$ cat config.mk
export PLATFORM = sky130hd
export DESIGN_NAME = debouncer_delayed
export DESIGN_NICKNAME = d
export VERILOG_FILES = /design/src/rtl/debouncer_pkg.sv /design/src/rtl/edge_detector.sv /design/src/rtl/debouncer_delayed.sv
export SDC_FILE = /design/constraint.sdc
export NUM_CORES = 1
export LEC_CHECK = 0
export CAP_MARGIN = 20
export CELL_PAD_IN_SITES_DETAIL_PLACEMENT = 1
export CELL_PAD_IN_SITES_GLOBAL_PLACEMENT = 1
export CORE_UTILIZATION = 49
export DETAILED_ROUTE_END_ITERATION = 16
export GPL_TIMING_DRIVEN = 0
export PLACE_DENSITY = 0.78
export RECOVER_POWER = 50
export SLEW_MARGIN = 20
export SYNTH_ARGS = -nofsm -noshare
export SYNTH_HDL_FRONTEND = slang
export SYNTH_SLANG_ARGS = --single-unit
$ cat constraint.sdc
create_clock -name clk -period 2.7 [get_ports clk]
set_input_delay 0.675 -clock clk [delete_from_list [all_inputs] [get_ports clk]]
set_output_delay 0.675 -clock clk [all_outputs]
set_load 0.005 [all_outputs]
$ cat src/rtl/debouncer_pkg.sv
// Shared definitions for the delayed-output debouncer: FSM state encoding and
// the default qualification length.
`timescale 1ns/1ps
package debouncer_pkg;

  // 20 ms of stable input at a 100 MHz clock.
  localparam int unsigned STABLE_CYCLES_DEFAULT = 2_000_000;

  typedef enum logic [1:0] {
    ZERO  = 2'd0,
    WAIT1 = 2'd1,
    ONE   = 2'd2,
    WAIT0 = 2'd3
  } deb_state_e;

endpackage

$ cat src/rtl/edge_detector.sv
// Turns a registered level into single-cycle rise/fall/any-change pulses.
`timescale 1ns/1ps
module edge_detector (
  input  logic clk,
  input  logic reset_n,
  input  logic level,
  output logic p_edge,
  output logic n_edge,
  output logic any_edge
);

  logic level_q;

  always_ff @(posedge clk or negedge reset_n) begin
    if (!reset_n) level_q <= 1'b0;
    else          level_q <= level;
  end

  assign p_edge   = level & ~level_q;
  assign n_edge   = ~level & level_q;
  assign any_edge = p_edge | n_edge;

endmodule

$ cat src/rtl/debouncer_delayed.sv
// Button/switch debouncer: 2-flop synchronizer, four-state qualification FSM
// with a stability counter, and rise/fall pulses on the filtered level.
`timescale 1ns/1ps
module debouncer_delayed
  import debouncer_pkg::*;
#(
  parameter int unsigned STABLE_CYCLES = STABLE_CYCLES_DEFAULT
) (
  input  logic clk,
  input  logic reset_n,
  input  logic noisy,
  output logic debounced,
  output logic p_edge,
  output logic n_edge,
  output logic any_edge
);

  localparam int CNT_W = $clog2(STABLE_CYCLES + 1);
  localparam logic [CNT_W-1:0] CNT_ONE  = CNT_W'(1);
  localparam logic [CNT_W-1:0] CNT_LAST = CNT_W'(STABLE_CYCLES - 1);

  logic             sync_meta;
  logic             s;
  deb_state_e       state, state_nxt;
  logic [CNT_W-1:0] cnt, cnt_nxt;
  logic             deb_nxt;

  // NOTE: every flop uses <= so all registers sample pre-edge values; blocking
  // assignments here would collapse the two synchronizer stages into one.
  always_ff @(posedge clk or negedge reset_n) begin
    if (!reset_n) begin
      sync_meta <= 1'b0;
      s         <= 1'b0;
    end else begin
      sync_meta <= noisy;
      s         <= sync_meta;
    end
  end

  // NOTE: next-state values are defaulted to hold before the case, so no path
  // through the block leaves them unassigned and no latch is inferred.
  always_comb begin
    state_nxt = state;
    cnt_nxt   = cnt;
    case (state)
      ZERO: begin
        if (s) begin
          state_nxt = WAIT1;
          cnt_nxt   = CNT_ONE;
        end
      end
      WAIT1: begin
        if (!s) begin
          state_nxt = ZERO;
          cnt_nxt   = '0;
        end else if (cnt == CNT_LAST) begin
          state_nxt = ONE;
          cnt_nxt   = '0;
        end else begin
          cnt_nxt   = cnt + CNT_ONE;
        end
      end
      ONE: begin
        if (!s) begin
          state_nxt = WAIT0;
          cnt_nxt   = CNT_ONE;
        end
      end
      WAIT0: begin
        if (s) begin
          state_nxt = ONE;
          cnt_nxt   = '0;
        end else if (cnt == CNT_LAST) begin
          state_nxt = ZERO;
          cnt_nxt   = '0;
        end else begin
          cnt_nxt   = cnt + CNT_ONE;
        end
      end
      default: begin
        state_nxt = ZERO;
        cnt_nxt   = '0;
      end
    endcase
  end

  // Output is registered from the next state so it moves on the same edge.
  assign deb_nxt = (state_nxt == ONE) || (state_nxt == WAIT0);

  always_ff @(posedge clk or negedge reset_n) begin
    if (!reset_n) begin
      state     <= ZERO;
      cnt       <= '0;
      debounced <= 1'b0;
    end else begin
      state     <= state_nxt;
      cnt       <= cnt_nxt;
      debounced <= deb_nxt;
    end
  end

  edge_detector u_edge_detector (
    .clk      (clk),
    .reset_n  (reset_n),
    .level    (debounced),
    .p_edge   (p_edge),
    .n_edge   (n_edge),
    .any_edge (any_edge)
  );

endmodule

# Yosys cells after proc, flatten, opt, wreduce, memory -nomap -nowiden
# Cells that the tools add are included.
# Widths: inputs -> output; s select.
dict set report totals {
  ff_bits 27
  in_bits 3
  out_inout_bits 4
}
dict set report classes {
  n_addsub 1
  eq_ne 8
  mux 13
  n_bitwise 5
  reduce_logical 3
}
# operator n
set op_table {}
lappend op_table {{$mux 21} 5}
lappend op_table {{$pmux 21 s4} 1}
lappend op_table {{$add 21x1->21 const B} 1}
lappend op_table {{$eq 21x21->1 const B} 1}
lappend op_table {{$mux 2} 6}
lappend op_table {{$eq 2x2->1 const B} 4}
lappend op_table {{$pmux 2 s4} 1}
lappend op_table {{$ne 2x2->1 const B} 2}
lappend op_table {{$and 1x1->1} 2}
lappend op_table {{$eq 2x1->1 const B} 1}
lappend op_table {{$logic_not 2->1} 1}
lappend op_table {{$not 1->1} 2}
lappend op_table {{$reduce_and 2->1} 1}
lappend op_table {{$logic_or 1x1->1} 1}
lappend op_table {{$or 1x1->1} 1}

# Logic depth before layout (Yosys ltp)
# Gate-level depths: netlist (run 1).
dict set report logic_depth {
  depth_word 6
  depth_mapped 7
  depth_no_buf 6
}

# By module
# From an unflattened synthesis (run 1), not the netlist that was laid out.
dict set report hier_totals {
  cells_unflattened 145
  area_unflattened_um2 1460.2
}
# mod n_inst cells_each area_per_inst_um2 seq_area_each_um2
set modules_own_cells {}
lappend modules_own_cells {debouncer_delayed 1 139 1398.8 650.6}
lappend modules_own_cells {edge_detector 1 6 61.3 25.0}

# Worst setup path before layout (run 1)
# Ideal clock, no wire load.
dict set report synth_path {
  path_kind {reg-to-reg}
  startpoint {register cnt[0]}
  endpoint {register cnt[12]}
  setup_ns 0.069
  arrival_time_ns 1.661
  t_required_ns 2.631
  setup_slack_ns 0.970
  path_stages_with_launch 6
  n_path_buf 0
  period_less_slack_ns 1.730
  cell_sequence {dfrtp_1 > ha_1 > nand4_1 > or4_1 > or3_1 > nand3_1}
}
dict set report synth_via {
  elab_chain_cells 4
}
# element line_no
set synth_rtl {}
lappend synth_rtl {{start, declared} debouncer_delayed.sv:25} ;# logic [CNT_W-1:0] cnt, cnt_nxt;
lappend synth_rtl {{start signal, assigned} debouncer_delayed.sv:97} ;# cnt <= cnt_nxt;
lappend synth_rtl {{$add 21x1->21 or $eq 21x21->1 (tied branches)} --}
lappend synth_rtl {{$mux 21 (*)} {debouncer_delayed.sv:56, debouncer_delayed.sv:73}}
lappend synth_rtl {{$mux 21, on equally long branches} {debouncer_delayed.sv:70, debouncer_delayed.sv:53}}
lappend synth_rtl {{$pmux 21 s4 (*)} debouncer_delayed.sv:45} ;# case (state)
# Mark *: on every way between the ends. The rest lies on a longest branch, timed or not.
# A chain may end at the register's enable or synchronous reset.

# Worst setup path after layout (run 1)
dict set report layout_path {
  startpoint {register debounced}
  endpoint {output port any_edge}
}
dict set report layout_via {
  elab_chain_cells 3
}
# element line_no
set layout_rtl {}
lappend layout_rtl {{start, declared} debouncer_delayed.sv:12} ;# output logic debounced,
lappend layout_rtl {{start signal, assigned} debouncer_delayed.sv:98} ;# debounced <= deb_nxt;
lappend layout_rtl {{$not 1->1} edge_detector.sv:20} ;# assign n_edge = ~level & level_q;
lappend layout_rtl {{$and 1x1->1} edge_detector.sv:20}
lappend layout_rtl {{$or 1x1->1 (*)} edge_detector.sv:21} ;# assign any_edge = p_edge | n_edge;
lappend layout_rtl {{end, declared} debouncer_delayed.sv:15} ;# output logic any_edge
# Marked as above.

==> reports/metrics.cfg, run 1 <==
[status]
outcome=finished, violations left
violations=design-rule violations, max-capacitance violations, max-slew violations

[min_path]
hold_path.class=flop to flop
min_path_cells=0
min-delay-start=sync_meta
hold_end=s

[routing]
drt_first_pass_iters=10
wl_per_cell_um=19.22
drc=2
routed_wl_um=3979
initialDrtViolationCount=36
vias=1322
avgViaCountPerCell=6.386
ant_nets=0

[layout]
syn_to_final_growth_pct=7.736
n_fill_cell=347
diodes=0
drive_gt1_share_pct=9.091
nNetsFinal=183
final_cell_mix=dfrtp_1 (27), nand2_1 (17), nand3_1 (14), o21ai_1 (11)
fin_area_um2=1655
layout_commonest_cell=dfrtp_1

[cts]
clk_latency_ns=0.34
htreeDepth=1
clock-sinks=27
clk_pin_slew_ns=0.14
clock_path_buffers=2
cts_post_setup_buffers_inserted=0
cts_made_buffers=3
clockRootBuffer=clkbuf_4
ctsHoldBuffers=0
ctsResizeCount=0
cts_tree=done

[yosys]
syn_area_um2=1536
yosys.area_share.xor_xnor_pct=3.339
syn_nets=172
synthFlopType=dfrtp_1
synthArstFlopShare_pct=100.0
yosysTopAreaCellShare_pct=43.97
synth_top_family_by_area=simple AND/OR/NAND/NOR gates
synthAdderAreaFrac_pct=2.443
synth_seq_cells=27
synth_simple_gate_area_share_pct=29.40
muxShareOfSynthArea_pct=1.466
yosys_warnings=0
synth_compound_area_share_pct=14.01
synth_cells=166
synthTopCellsByArea=dfrtp_1 (44%), nand3_1 (4.6%), nand2_1 (4.2%)
synth_top_area_cell=dfrtp_1
ys_seq_area_share_pct=43.97
syn_area_per_cell_um2=9.256
yosysUniqueCellTypes=42
synth_edf_count=0

[pwr]
power_density_nw_per_um2=395.1
p_leak_nw=0.6806
power_switching_uw=168.7
seqPwrFrac_pct=64.5
peakVddDrop_v=0.0002277
netSwitchingFraction_pct=25.80
clock_power_share_pct=28.0
intPower_uw=485.3
pwr-share-comb_pct=7.5

[setup_path]
reg2regPathDepth=6
required_ns=2.03
cpMostUsedCell=inv_1
cp_slowest_stage_delay_ns=0.50
r2r_setup_slack_ns=0.54
crit_slowest_cell=clkdlybuf4s50_1
cp.arrival_ns=1.63
cp-start-kind=flop
rr_endpoint=cnt[18]
critPathCaptureType=output pin
reg2reg_from=cnt[0]
crit_chain=inv_1 > ha_1 > inv_1 > clkdlybuf4s50_1
path_class=flop to output pin
crit_path_max_fanout=4

[timing]
tightest_slew_ns=1.552
maxSlewHeadroom_pct=-3.458
setup_tns_ns=0
min_period_ns=2.307
final_hold_viol_count=0
skew_ns=0.01879
finalMaxSlewViolations=28
rsz0062_at_grt=false
min_period_over_period_pct=85.44
setup_viol=0
fmax_mhz=433.5

[die]
io_pins=7
die_width_um=58.00
dieHeight_um=58.00
rows=19
coreArea_um2=2853
die_area_um2=3363
start_util_pct=53.86

[grt]
grt_max_degree=28
grt_pass1_vias=1470
grt_overflow=0
grt_pass1_wl_um=6810
grt.total_usage_pct=27.14
antenna_found_initial=0

[place]
dp_hpwl_um=2824
portBuffers=6
place.gp.congestion=0.8490
place_area_um2=1630

[flow_run]
drv_cap=1

-- state kept, by name (all words and copies together), names as in the netlist --
signal                   cells
u_edge_detector.level_q      1
state                        2
cnt                         21
sync_meta                    1
s                            1
debounced                    1
-- synth_stat cells (2+ instances only) --
cell type   n
dfrtp_1    27
nand2_1    17
nand3_1    14
o21ai_1    11
inv_1       8
nand4_1     8
nor2_1      8
or3_1       7
a21oi_1     5
a21o_1      4
nor3_1      4
nor4b_1     4
and2_1      3
buf_2       3
ha_1        3
o22ai_1     3
xnor2_1     3
a22o_1      2
and4_1      2
buf_6       2
clkbuf_1    2
mux2_1      2
nor4_2      2
nor4bb_1    2
o21a_1      2
or4_1       2
-- worst max path at each step --
stage | start | end | slack [ns] | cells past startpoint
6_report | debounced | any_edge | 0.39 | 4
5_1_grt | debounced | any_edge | 0.27 | 4
4_1_cts | debounced | any_edge | 0.35 | 4
3_5_place_dp | cnt[0] | cnt[18] | 0.57 | 6
3_3_place_gp | reset_n | cnt[19] | 0.59 | 1
2_1_floorplan | cnt[0] | cnt[12] | 0.97 | 5
-- layout make-up --
type                            count  area (µm²)  share of cell area, %
Buffer                              8       52.55                  3.175
Clock buffer                        4       26.28                  1.587
Inverter                            8       30.03                  1.814
Multi-Input combinational cell    123       778.2                  47.01
Sequential cell                    27       675.6                  40.82
Tap cell                           31       38.79                  2.343
Timing Repair Buffer                6       53.80                  3.250
-- power by group through the flow --
stage / Clock (mW) / Sequential, mW / Combinational (mW)
detailed placement: 0 / 0.430 / 0.0493
finish: 0.183 / 0.422 / 0.0491
global placement: 0 / 0.428 / 0.0476
CTS: 0.187 / 0.422 / 0.0495
global route: 0.199 / 0.423 / 0.0544
floorplan: 0 / 0.426 / 0.0285
-- critical path, delay by kind of cell, from the launching register on --
| family | cells | cell delay (ns) |
|---|---|---|
| adder cells (fa/ha/maj) | 1 | 0.28 |
| buffers and inverters | 3 | 0.62 |
| flip-flops | 1 | 0.41 |
-- layer usage --
layer	part of all wire (%)	track usage, %	up-vias
li1	-	-	625
met1	45	33.77	664
met2	51	46.63	27
met3	2.8	2.902	6
met4	1.6	13.95	0
met5	0	0	-
-- cells by family after synthesis --
kind of cell | after synthesis
compound gates | 34
mux | 2
flops | 27
xor+xnor | 5
buf+inv | 16
fa+ha+maj | 3
simple gates | 79
-- per-stage QoR --
stage          hold WS, ns  power (mW)  utilization (%)  std cells  setup WS [ns]
4_1_cts             0.3311      0.6589            58.07        207         0.3507
3_3_place_gp        0.3324      0.4753            57.32        203         0.5878
2_1_floorplan       0.3312      0.4545                -        166         0.9701
6_report            0.3910      0.6541            58.03        207         0.3932
5_1_grt             0.4062      0.6771            58.03        207         0.2706
3_5_place_dp        0.3580      0.4789            57.15        203         0.5678
No activity file was read; power rests on OpenSTA's default activity.
==> run 2: changes to the inputs <==
--- a/config.mk
+++ b/config.mk
@@ -11,6 +11,7 @@
 export CORE_UTILIZATION = 49
 export DETAILED_ROUTE_END_ITERATION = 16
 export GPL_TIMING_DRIVEN = 0
+export MAX_ROUTING_LAYER = met4
 export PLACE_DENSITY = 0.78
 export RECOVER_POWER = 50
 export SLEW_MARGIN = 20
==> run 2 against run 1 <==
Net effect:
- the flow still finishes with violations (design-rule violations, max-capacitance violations, max-slew violations)
- via count grew 0.15%
- utilization unchanged
- design area did not move
- routed wire length about the same
- register-to-register slack is essentially flat
- setup slack hardly changed
- fmax hardly changed
- combinational power hardly changed
- non-clock buffer count did not move
- critical path type unchanged
- critical endpoint unchanged
- largest cell class unchanged
==> reports/metrics.cfg, run 2 (synthesized netlist as in run 1, its figures left out) <==
[setup_path]
cp.arrival_ns=1.63
cpMostUsedCell=inv_1
crit_start=debounced
required_ns=2.03
path_class=flop to output pin
cp-start-kind=flop
critPathCaptureType=output pin
crit_chain=inv_1 > ha_1 > inv_1 > clkdlybuf4s50_1
critical-path-top-delay-family=buffers and inverters
crit_slowest_cell=clkdlybuf4s50_1
r2r_setup_slack_ns=0.55
crit_path_max_fanout=4
cp_slowest_stage_delay_ns=0.50
crit_buf_inv=3
reg2reg_from=cnt[0]

[cts]
clock-sinks=27
clk_pin_slew_ns=0.14
cts_post_setup_buffers_inserted=0
clockRootBuffer=clkbuf_4
clk_latency_ns=0.34
htreeDepth=1
ctsResizeCount=0
cts_tree=done
ctsHoldBuffers=0
clock_path_buffers=2
cts_made_buffers=3

[die]
die_width_um=58.00
die_area_um2=3363
rows=19
io_pins=7
start_util_pct=53.86
dieHeight_um=58.00
coreArea_um2=2853

[timing]
min_period_ns=2.306
min_period_over_period_pct=85.43
skew_ns=0.02092
worst_slack_ns=0.3935
setup_tns_ns=0
fmax_mhz=433.6
rsz0062_at_grt=false
setup_viol=0
tightest_slew_ns=1.565
final_hold_viol_count=0
finalMaxSlewViolations=28
maxSlewHeadroom_pct=-4.358

[min_path]
hold_path.class=flop to flop
min-delay-start=sync_meta

[pwr]
netSwitchingFraction_pct=25.94
seqPwrFrac_pct=64.4
power_density_nw_per_um2=395.9
power_switching_uw=170.0
peakVddDrop_v=0.0002276
pwr-share-comb_pct=7.5
clock_power_share_pct=28.1
p_leak_nw=0.6806
intPower_uw=485.4

[layout]
nNetsFinal=183
fin_cells=207
final_cell_mix=dfrtp_1 (27), nand2_1 (17), nand3_1 (14), o21ai_1 (11)
reg_top3=cnt: 21 flops, state: 2 flops
largest_reg_flops=21
layout_commonest_cell=dfrtp_1
diodes=0
drive_gt1_share_pct=9.091
post-route-util_pct=58.03
syn_to_final_growth_pct=7.736
fin_area_um2=1655
regMostFlops=cnt

[routing]
drt_first_pass_iters=10
avgViaCountPerCell=6.396
routed_wl_um=3981
drc=2
wl_per_cell_um=19.23
initialDrtViolationCount=31
ant_nets=0
vias=1324

[place]
dpl_worst_slack_ns=0.5678
place.gp.congestion=0.8624
place_inst=203
portBuffers=6
dp_hpwl_um=2824
place_area_um2=1630

[grt]
grt_pass1_vias=1475
grt_overflow=0
grt.total_usage_pct=28.03
grt_max_degree=28
grt_pass1_wl_um=6824
antenna_found_initial=0

[status]
outcome=finished, violations left
violations=design-rule violations, max-capacitance violations, max-slew violations

[flow_run]
drv_cap=1

-- run 2: per-stage QoR --
| stage | power, mW | hold WS, ns |
|---|---|---|
| 2_1_floorplan | 0.4545 | 0.3312 |
| 3_3_place_gp | 0.4753 | 0.3324 |
| 3_5_place_dp | 0.4789 | 0.3580 |
| 4_1_cts | 0.6589 | 0.3311 |
| 5_1_grt | 0.6771 | 0.4062 |
| 6_report | 0.6553 | 0.3910 |
-- run 2: routing by layer --
metal / wire length, µm / track usage, % / up-vias
met2: 1978 / 46.63 / 22
met1: 1828 / 33.91 / 669
li1: - / - / 625
met5: 0 / - / -
met3: 96 / 2.902 / 8
met4: 78 / 13.95 / 0
-- run 2: cell type report --
cell class	count	area [µm²]
Timing Repair Buffer	6	53.80
Tap cell	31	38.79
Clock buffer	4	26.28
Sequential cell	27	675.6
Multi-Input combinational cell	123	778.2
Fill cell	347	1197
Inverter	8	30.03
Buffer	8	52.55
-- run 2: power groups by stage --
stage               Combinational (mW)  Clock [mW]  Sequential (mW)
floorplan                       0.0285           0            0.426
finish                          0.0492       0.184            0.422
global placement                0.0476           0            0.428
global route                    0.0544       0.199            0.423
CTS                             0.0495       0.187            0.422
detailed placement              0.0493           0            0.430
-- run 2: final timing paths --
| kind | endpoint | cells after the start |
|---|---|---|
| setup / recovery | any_edge | 4 |
| hold / removal | s | 0 |
| setup reg to reg | cnt[18] | 6 |
| hold reg to reg | s | 0 |
| max in group asynchronous | cnt[1] | 1 |
| min in group asynchronous | cnt[12] | 1 |
-- run 2: worst reg2reg max path: stages, from the launching register on --
cell	delay (ns)
dfrtp_1	0.46
ha_1	0.27
nand4_1	0.24
nor4_2	0.55
nand4_1	0.18
or3_1	0.34
nand3_1	0.09
